[config.mk]
export PLATFORM = sky130hd
export DESIGN_NAME = pwm_out
export DESIGN_NICKNAME = d
export VERILOG_FILES = /design/src/rtl/sass_pkg.sv /design/src/rtl/pwm_prescaler.sv /design/src/rtl/pwm_out.sv
export SDC_FILE = /design/constraint.sdc
export NUM_CORES = 1
export LEC_CHECK = 0
export CORE_MARGIN = 2
export CORE_UTILIZATION = 55
export CTS_BUF_LIST = sky130_fd_sc_hd__clkbuf_2
export CTS_CLUSTER_SIZE = 28
export DETAILED_ROUTE_END_ITERATION = 16
export HOLD_SLACK_MARGIN = 0.1
export PLACE_DENSITY = 0.92
export SLEW_MARGIN = 40
export SYNTH_ARGS = -nofsm -noshare
export SYNTH_HDL_FRONTEND = slang
export SYNTH_SLANG_ARGS = --single-unit
[constraint.sdc]
create_clock -name clk -period 2.54 [get_ports clk]
set_clock_uncertainty 0.05 [all_clocks]
set_input_delay 0.254 -clock clk [delete_from_list [all_inputs] [get_ports clk]]
set_output_delay 0.254 -clock clk [all_outputs]
set_load 0.05 [all_outputs]
[src/rtl/sass_pkg.sv]
// Shared definitions for the sample path and the PWM output stage.
package sass_pkg;

    localparam int unsigned SAMPLE_W = 8;

    localparam logic [SAMPLE_W-1:0] PWM_CNT_MAX = 8'd255;

    typedef enum logic {
        IDLE = 1'b0,
        RUN  = 1'b1
    } pwm_state_t;

endpackage

[src/rtl/pwm_prescaler.sv]
// Divides clk into PWM counter ticks; one tick every PRESCALE cycles while not cleared.
module pwm_prescaler #(
    parameter int unsigned PRESCALE = 1
) (
    input  logic clk,
    input  logic n_rst,
    input  logic clear,
    output logic tick
);

    localparam int unsigned PS_W = 8;

    logic [PS_W-1:0] ps_q;
    logic [PS_W-1:0] ps_d;

    // Tick on the last count of each prescale window; suppressed while cleared.
    assign tick = !clear && (ps_q == PS_W'(PRESCALE - 1));

    // Next prescale count: restart on clear or at the end of a window.
    always_comb begin
        ps_d = ps_q;
        if (clear || tick) begin
            ps_d = '0;
        end else begin
            ps_d = ps_q + PS_W'(1);
        end
    end

    // Prescale count register.
    always_ff @(posedge clk or negedge n_rst) begin
        if (!n_rst) begin
            ps_q <= '0;
        end else begin
            ps_q <= ps_d;
        end
    end

endmodule

[src/rtl/pwm_out.sv]
// PWM output stage: 8-bit duty captured once per period, glitch-free 1-bit output.
// Define PWM_CENTER_ALIGNED_EN for an up/down (centre-aligned, 512-tick) period.
module pwm_out
    import sass_pkg::*;
#(
    parameter int unsigned PRESCALE = 1
) (
    input  logic                clk,
    input  logic                n_rst,
    input  logic                en,
    input  logic [SAMPLE_W-1:0] sample,
    output logic                pwm_o,
    output logic                period_start,
    output logic [SAMPLE_W-1:0] duty_q
);

    pwm_state_t          state_q, state_d;
    logic [SAMPLE_W-1:0] cnt_q, cnt_d;
    logic [SAMPLE_W-1:0] duty_d;
    logic                period_start_q, period_start_d;
    logic                tick;
    logic                ps_clear;
`ifdef PWM_CENTER_ALIGNED_EN
    logic                up_q, up_d;
`endif

    // Prescaler idles at zero outside RUN and restarts on the disabling edge.
    assign ps_clear = (state_q == IDLE) || !en;

    pwm_prescaler #(
        .PRESCALE (PRESCALE)
    ) u_prescaler (
        .clk   (clk),
        .n_rst (n_rst),
        .clear (ps_clear),
        .tick  (tick)
    );

    // Next-state logic: enable handling, period counter and duty capture.
    always_comb begin
        state_d        = state_q;
        cnt_d          = cnt_q;
        duty_d         = duty_q;
        period_start_d = 1'b0;
`ifdef PWM_CENTER_ALIGNED_EN
        up_d           = up_q;
`endif
        case (state_q)
            IDLE: begin
                cnt_d = '0;
                if (en) begin
                    state_d        = RUN;
                    duty_d         = sample;
                    period_start_d = 1'b1;
`ifdef PWM_CENTER_ALIGNED_EN
                    up_d           = 1'b1;
`endif
                end
            end
            RUN: begin
                if (!en) begin
                    state_d = IDLE;
                    cnt_d   = '0;
                end else if (tick) begin
`ifdef PWM_CENTER_ALIGNED_EN
                    // Endpoints are held for one extra tick while turning round.
                    if (up_q) begin
                        if (cnt_q == PWM_CNT_MAX) begin
                            up_d = 1'b0;
                        end else begin
                            cnt_d = cnt_q + SAMPLE_W'(1);
                        end
                    end else begin
                        if (cnt_q == '0) begin
                            up_d           = 1'b1;
                            duty_d         = sample;
                            period_start_d = 1'b1;
                        end else begin
                            cnt_d = cnt_q - SAMPLE_W'(1);
                        end
                    end
`else
                    if (cnt_q == PWM_CNT_MAX) begin
                        cnt_d          = '0;
                        duty_d         = sample;
                        period_start_d = 1'b1;
                    end else begin
                        cnt_d = cnt_q + SAMPLE_W'(1);
                    end
`endif
                end
            end
            default: begin
                state_d = IDLE;
                cnt_d   = '0;
            end
        endcase
    end

    // State, counter and captured-duty registers.
    always_ff @(posedge clk or negedge n_rst) begin
        if (!n_rst) begin
            state_q        <= IDLE;
            cnt_q          <= '0;
            duty_q         <= '0;
            period_start_q <= 1'b0;
`ifdef PWM_CENTER_ALIGNED_EN
            up_q           <= 1'b1;
`endif
        end else begin
            state_q        <= state_d;
            cnt_q          <= cnt_d;
            duty_q         <= duty_d;
            period_start_q <= period_start_d;
`ifdef PWM_CENTER_ALIGNED_EN
            up_q           <= up_d;
`endif
        end
    end

    // Output decoded from registers only, so live sample changes never reach the pin.
    assign pwm_o        = (state_q == RUN) && (cnt_q < duty_q);
    assign period_start = period_start_q;

endmodule

## Word level (Yosys, flattened, before mapping)

Cells that the tools add are included.

| cells by class | value |
|---|---|
| add/sub/neg operators | 2 |
| magnitude comparators | 1 |
| eq/ne operators | 6 |
| muxes and demuxes | 15 |
| bitwise operators | 1 |
| reductions and logical operators | 8 |

Operators by type and width:

| cell | number |
|---|---|
| $mux W8 | 8 |
| $pmux W8 S2 | 2 |
| $add A8 B1 Y8 const B | 2 |
| $eq A8 B8 Y1 const B | 1 |
| $logic_not A8 Y1 | 1 |
| $lt A8 B8 Y1 | 1 |
| $mux W1 | 4 |
| $ne A2 B1 Y1 const B | 2 |
| $ne A2 B2 Y1 const B | 2 |
| $reduce_and A4 Y1 | 1 |
| $ne A3 B2 Y1 const B | 1 |
| $logic_and A1 B1 Y1 | 2 |
| $logic_not A1 Y1 | 2 |
| $logic_or A1 B1 Y1 | 2 |
| $pmux W1 S2 | 1 |
| $not A1 Y1 | 1 |

| word-level totals | value |
|---|---|
| bits in registers | 26 |
| input port bits | 11 |
| output and inout bits | 10 |

## Logic depth before layout (Yosys ltp)

Gate-level depths: netlist (run 1).

| logic depth | value |
|---|---|
| depth after elaboration | 7 |
| mapped depth | 6 |
| mapped depth without buffers | 6 |

## Hierarchy

Synthesis (run 1) repeated with hierarchy kept, for this count alone.

| second synthesis, totals | value |
|---|---|
| cells, all modules | 159 |
| area, all modules | 1496.4 µm² |

Modules (own cells, without submodules):

| module | instances | cells an instance | area an instance (µm²) | seq. area each (µm²) |
|---|---|---|---|---|
| pwm_out | 1 | 117 | 1092.3 | 450.4 |
| pwm_prescaler | 1 | 42 | 404.1 | 200.2 |

## Least setup slack after synthesis (run 1)

OpenSTA, ideal clock, no wires.

| timing | value |
|---|---|
| kind | flip-flop to output port |
| start | register duty_q[3] |
| end | output port pwm_o |
| data arrival time | 2792 ps |
| required time | 2236 ps |
| slack | -556 ps |
| stages on the path, launching flop included | 6 |
| buffers on the path | 0 |
| cells stage by stage | dfrtp_1 inv_1 ha_1 or3_1 a211o_1 a221oi_1 |

| between the ends | value |
|---|---|
| word-level cells in the longest chain between the ends | 2 |

Ends and longest elaborated chain:

| element | line | source |
|---|---|---|
| start: declaration | pwm_out.sv:14 | `output logic [SAMPLE_W-1:0] duty_q` |
| start signal: assignment | pwm_out.sv:113 | `duty_q <= duty_d;` |
| $lt A8 B8 Y1 | pwm_out.sv:122 | `assign pwm_o = (state_q == RUN) && (cnt_q < duty_q);` |
| $logic_and A1 B1 Y1 | pwm_out.sv:122 |  |
| end: declaration | pwm_out.sv:12 | `output logic pwm_o,` |

No other way between the ends.

## Final worst setup path (run 1)

| timing | value |
|---|---|
| start | register cnt_q[5] |
| end | output port pwm_o |

| between the ends | value |
|---|---|
| word-level cells in the longest chain between the ends | 2 |

Ends and longest elaborated chain:

| element | line | source |
|---|---|---|
| start: declaration | pwm_out.sv:18 | `logic [SAMPLE_W-1:0] cnt_q, cnt_d;` |
| start signal: assignment | pwm_out.sv:112 | `cnt_q <= cnt_d;` |
| $lt A8 B8 Y1 | pwm_out.sv:122 |  |
| $logic_and A1 B1 Y1 | pwm_out.sv:122 |  |

No other way between the ends.

==> results.md, run 1 <==
- Number of synthesized flops with an enable pin: 0
- Clk pwr share: 28.0%
- Most frequent cells in the layout: dfrtp_1 (24), clkdlybuf4s50_1 (19), nand3_1 (13), nor2_1 (13), inv_1 (9)
- Die H: 54.0 um
- Pwr dens: around 530 nW/um^2
- DIE WIDTH: 54.0 um
- Yosys Warn Count: 0
- Max_cap viols: 0
- Syn_area_per_cell: 10.6 um^2
- Yosys cell types: 33
- Worst r2r src: u_prescaler.ps_q[0]
- DRC Markers: 0
- Worst setup SP type: register
- CTS tree: built
- CTS clock-pin slew for the worst setup and hold paths: 0.25 ns
- Hold Buf Count CTS: 0
- Worst min path class: in2async
- Clock Latency Late Sink: 0.36 ns
- Placed Cells: about 180
- Layout Nets: approximately 180
- CTS buffer count: 3
- Global-route wire length before repair: 5240 um
- Antenna cells: 0
- Placeable Area: 2410 um^2
- Fin. Hold Viols: 0
- Top FF cell, synth: dfrtp_1
- Root buf cell: clkbuf_2
- Leakage power: roughly 0.8 nW
- # rows: 18
- Routed via count: 1,178
- Post-synthesis sequential area ratio: 47.4%
- Synthesis-to-finish area growth: 29.5%
- Psw: 278 uW
- P_int: 662 uW
- Seq pwr share: 48.6%
- Commonest non-fill, non-tap cell in the layout: dfrtp_1
- CP max stage delay: about 0.50 ns
- # IOs: 21
- Routability cong.: 0.847
- Hpwl dp: 2390 um
- Worst vdd ir: 0.510 mV
- FMAX: 0.402 GHz
- Final Non-Filler Cells: ~190
- Unrepaired setup endpoints after global routing: true
- Sw frac: 29.6%
- Initial antenna violation count: 0
- Post-layout min period: 2.49 ns
- Starting Density: between 50% and 60%
- Antenna viol nets, final: 0
- Vias in the first global route: 1,201
- Clk sinks: 26
- Logic pwr share: between 20% and 30%
- Post-layout total power: 939 uW
- All-layer global routing usage: 25.8%
- CP max stage cell: dfrtp_2
- I/O Buffers: 20
- Buf/Inv on CP: 1
- WL/cell: 17.7 um
- Final Cycle Share: 97.9%
- Slew of the pin with the lowest slew margin: 0.513 ns
- Critical path class: reg2out
- Pin count of the biggest net entering global routing: 27
- Worst setup path start: cnt_q[5]
- Avg Vias per Cell: 6.14
- Gate Count Post-Synth: 130
- WP data required: 2.24 ns
- Post-Route WL: 3400 um
- Slew Limit Fails: 0
- #FFs+latches synth: 26
- WP data arrival: 2.18 ns
- Fraction of registers with async set/reset: 100%
- H-tree depth: 1
- Worst-path fanout max: 4
- Final Instance Area: about 1800 um^2
- Synthesized area: 1370 um^2
- Remaining Overflow, GRT: 0
- Status: completed
- Die area: 2910 um^2
- Worst setup EP type: primary output
- Top Family by Delay on Critical Path: compound AO/OA/AOI/OAI gates
- Sequence of cells on the critical path: ha_4 > or3_4 > a211o_1 > a221oi_4 > buf_12
- Placed inst area: 1660 um^2
- 1st-pass router iterations: 5
- Max-slew headroom: 65.7%
- Final setup fails: 0
- Ratio of cells with drive above 1 in the final layout: 21.6%
- Net Count, Synth: 151
- Starting DRT DRC Count: roughly 50
- Clock Path Buffers: 2
## kinds of logic (layout without fill, tap and decap cells)
group / after synthesis / count (layout) / synth area share, %
compound gates: 15 / 15 / 8.84
xor+xnor: 8 / 8 / 5.11
fa+ha+maj: 10 / 10 / 9.12
buf+inv: 11 / 43 / 3.01
flops: 26 / 26 / 47.4
mux: 8 / 8 / 6.56
simple gates: 52 / 52 / 20.0
## path summary, 6_finish.rpt
path | endpoint | slack, ns | cells past startpoint
hold / removal | u_prescaler.ps_q[4] | 0.15 | 2
max in group asynchronous | cnt_q[5] | 2.01 | 2
setup / recovery | pwm_o | 0.05 | 5
setup reg to reg | duty_q[3] | 0.22 | 7
hold reg to reg | u_prescaler.ps_q[0] | 0.51 | 1
min in group clk | duty_q[0] | 0.43 | 2
## timing repair
action                                  CTS  global route
endpoints found under the setup margin    1             1
cloned                                    0             0
pin swaps                                 2             4
setup buffers                             2             3
gates resized for setup                   2             8
## per-stage QoR
stage | setup WS (ns) | setup TNS, ns | hold WS, ns | utilization (%)
final | 0.0540 | 0 | 0.154 | 73.8
after detailed placement | 0.281 | 0 | 0.473 | 68.9
after global placement | 0.431 | 0 | 0.453 | 68.9
after global routing | -0.0429 | -0.0429 | 0.177 | 73.8
after CTS | 0.0103 | 0 | 0.158 | 71.7
after floorplan | 0.115 | 0 | -0.0916 | -
## registers in the layout, summed over array words and instances (netlist names)
register	flops
cnt_q	8
duty_q	8
period_start	1
state_q	1
u_prescaler.ps_q	8
## power groups by stage
stage               Combinational (mW)  Clock (mW)  Sequential (mW)
finish                           0.220       0.263            0.456
global route                     0.233       0.285            0.460
CTS                              0.217       0.266            0.455
detailed placement               0.216           0            0.463
global placement                 0.208           0            0.461
floorplan                       0.0612           0            0.529
## routing by layer
metal,track usage (%),routed length (um),vias to the layer above
li1,-,-,524
met1,29.4,1300,589
met5,0,0,-
met4,15.8,100,0
met2,44.1,1780,51
met3,5.28,223,14
## cell type report
class / count / area (um^2)
Clock inverter: 1 / 30.0
Tap cell: 30 / 37.5
Inverter: 11 / 41.3
Fill cell: 150 / 632
Clock buffer: 3 / 15.0
Timing Repair Buffer: 28 / 270
Multi-Input combinational cell: 93 / 731
Sequential cell: 26 / 653
## synth_stat cells, drive strengths merged, types with 2 or more instances
cell     n  share of area [%]
a21oi    4                1.5
dfrtp   26                 47
o21ai    2               0.73
nand2b   2               0.91
mux2     8                6.6
inv     11                3.0
nand2    9                2.6
or4      2                1.2
and3     4                1.8
nor2    13                3.6
xor2     7                4.5
nand3   13                4.7
nand4    2               0.91
ha      10                9.1
No activity file was read; power rests on OpenSTA's default activity.
==> run 2, diff against run 1 <==
- SETUP_SLACK_MARGIN: unset -> 0.05
==> results.md, run 2 (synthesis results as in run 1) <==
- Final setup fails: 0 (unchanged)
- Final Instance Area: 1750 um^2 (-1.7%)
- Die area: 2910 um^2 (unchanged)
- Psw: 280 uW (+0.82%)
- WP data arrival: 2.16 ns (-0.02 ns)
- Max layer used: met4
- Starting Density: 57.0% (unchanged)
- Leakage power: 0.788 nW (-1.5%)
- Unrepaired setup endpoints after global routing: true
- DRC Markers: 0 (unchanged)
- Post-Route WL: 3380 um (-0.68%)
- Most frequent cells in the layout: dfrtp_1 (24), clkdlybuf4s50_1 (19), nand3_1 (13), nor2_1 (13), inv_1 (10)
- # rows: 18 (unchanged)
- Antenna viol nets, final: 0 (unchanged)
- Antenna cells: 0 (unchanged)
- Worst vdd ir: 0.514 mV (+0.66%)
- Met3 wire length: 197 um (-12%)
- Slew of the pin with the lowest slew margin: 0.510 ns (-0.00328 ns)
- Max_cap viols: 0 (unchanged)
- Sw frac: 29.7% (+0.19 points)
- Pwr dens: 538 nW/um^2 (+1.9%)
- Final Cycle Share: 97.2% (-0.69 points)
- DRT met1 WL: 1350 um (+3.7%)
- Status: completed
- Fin Setup TNS: 0 ns (unchanged)
- Root buf cell: clkbuf_2
- WL met2: 1720 um (-3.3%)
- H-tree depth: 1 (unchanged)
- Slew Limit Fails: 0 (unchanged)
- Ratio of cells with drive above 1 in the final layout: 19.5% (-2.1 points)
- Layout Nets: 181 (-1.6%)
- Worst r2r src: u_prescaler.ps_q[6]
- FMAX: 0.405 GHz (+0.71%)
- All-layer global routing usage: 25.9% (+0.059 points)
- WP data required: 2.24 ns (about the same)
- DIE WIDTH: 54.0 um (unchanged)
- Clock Latency Late Sink: 0.37 ns (about the same)
- Placeable Area: 2410 um^2 (unchanged)
- Placed inst area: 1660 um^2 (unchanged)
- Remaining Overflow, GRT: 0 (unchanged)
- Worst-path fanout max: 2 (-2)
- Avg Vias per Cell: 6.20 (+1.1%)
- Hpwl dp: 2390 um (unchanged)
- Worst setup EP type: primary output
- Clock Path Buffers: 2 (unchanged)
- # IOs: 21 (unchanged)
- Die H: 54.0 um (unchanged)
- Vias in the first global route: 1,210 (+0.75%)
- Routability cong.: 0.847 (unchanged)
- Logic pwr share: 23.2% (-0.2 points)
- Max-slew headroom: 65.9% (+0.22 points)
- CTS clock-pin slew for the worst setup and hold paths: 0.26 ns (about the same)
- Fillers: 155 (+3.3%)
- CTS tree: built
- Clk pwr share: 28.3% (+0.3 points)
- Global-route wire length before repair: 5240 um (+0.13%)
- Synthesis-to-finish area growth: 27.3%
- Worst min path class: in2async
- 1st-pass router iterations: 4 (-1)
- Commonest non-fill, non-tap cell in the layout: dfrtp_1
- Worst setup SP type: register
- Initial antenna violation count: 0 (unchanged)
- Starting DRT DRC Count: 52 (+6.1%)
- Seq pwr share: 48.5% (about the same)
- Pin count of the biggest net entering global routing: 27 (unchanged)
- CTS buffer count: 3 (unchanged)
- Post-layout min period: 2.47 ns (-0.0174 ns)
- WL/cell: 17.9 um (+0.90%)
- I/O Buffers: 20 (unchanged)
- Leading registers by flop count: cnt_q: 8 flops, duty_q: 8 flops, u_prescaler.ps_q: 8 flops
- P_int: 661 uW (-0.12%)
- Clk sinks: 26 (unchanged)
- Worst setup path start: cnt_q[3]
- Routed via count: 1,172 (-0.51%)
- Fin. Hold Viols: 0 (unchanged)
- Critical path class: reg2out
-- run 2: changes by cell type in the layout (fill, tap and decap cells not counted) --
cell	delta
inv_1	+1
ha_4	-1
inv_2	-1
buf_4	-3
nor3b_1	-1
ha_1	+1
nor3b_2	+1
-- run 2: final timing paths --
kind,depth (start not counted),to,slack (ns)
setup / recovery,6,pwm_o,0.07
hold / removal,2,u_prescaler.ps_q[4],0.15
setup reg to reg,5,duty_q[5],0.25
hold reg to reg,1,u_prescaler.ps_q[0],0.51
max in group asynchronous,2,cnt_q[5],2.02
min in group clk,2,duty_q[0],0.43
-- run 2: layout make-up --
type                            count  area [um^2]  share of cell area (%)
Inverter                           11         41.3                    2.36
Multi-Input combinational cell     93          723                    41.4
Clock buffer                        3         15.0                   0.859
Sequential cell                    26          653                    37.4
Clock inverter                      1         30.0                    1.72
Tap cell                           30         37.5                    2.15
Timing Repair Buffer               25          248                    14.2
-- run 2: layer usage --
layer | vias up | track usage, %
met1 | 580 | 29.4
met5 | - | 0
met3 | 17 | 5.28
met2 | 58 | 44.3
li1 | 517 | -
met4 | 0 | 15.8
-- run 2: power groups by stage --
| stage | combinational, mW | sequential [mW] | clock [mW] |
|---|---|---|---|
| final | 0.218 | 0.456 | 0.266 |
| after detailed placement | 0.216 | 0.463 | 0 |
| after global routing | 0.231 | 0.459 | 0.282 |
| after CTS | 0.218 | 0.456 | 0.266 |
| after global placement | 0.208 | 0.461 | 0 |
| after floorplan | 0.0612 | 0.529 | 0 |
-- run 2: through the flow --
step	power, mW	std cells	hold WS, ns	worst slack [ns]	utilization, %
2_1_floorplan	0.590	130	-0.0916	0.115	-
3_3_place_gp	0.669	183	0.453	0.431	68.9
3_5_place_dp	0.679	183	0.473	0.281	68.9
4_1_cts	0.940	189	0.158	0.0513	71.9
5_1_grt	0.972	189	0.183	-0.00555	72.5
6_report	0.941	189	0.147	0.0714	72.5
-- run 2: timing repair --
action,4_1_cts,5_1_grt
gates resized for setup,5,3
pin swaps,2,1
setup buffers,2,0
hold buffers,0,0
endpoints found under the setup margin,1,6
-- run 2: critical path, stage by stage (launching register included) --
cell and delay [ns]:
dfrtp_1 0.49, ha_4 0.18, or3_4 0.40, o22ai_1 0.16, nor2_1 0.09, a221oi_4 0.29
buf_12 0.17
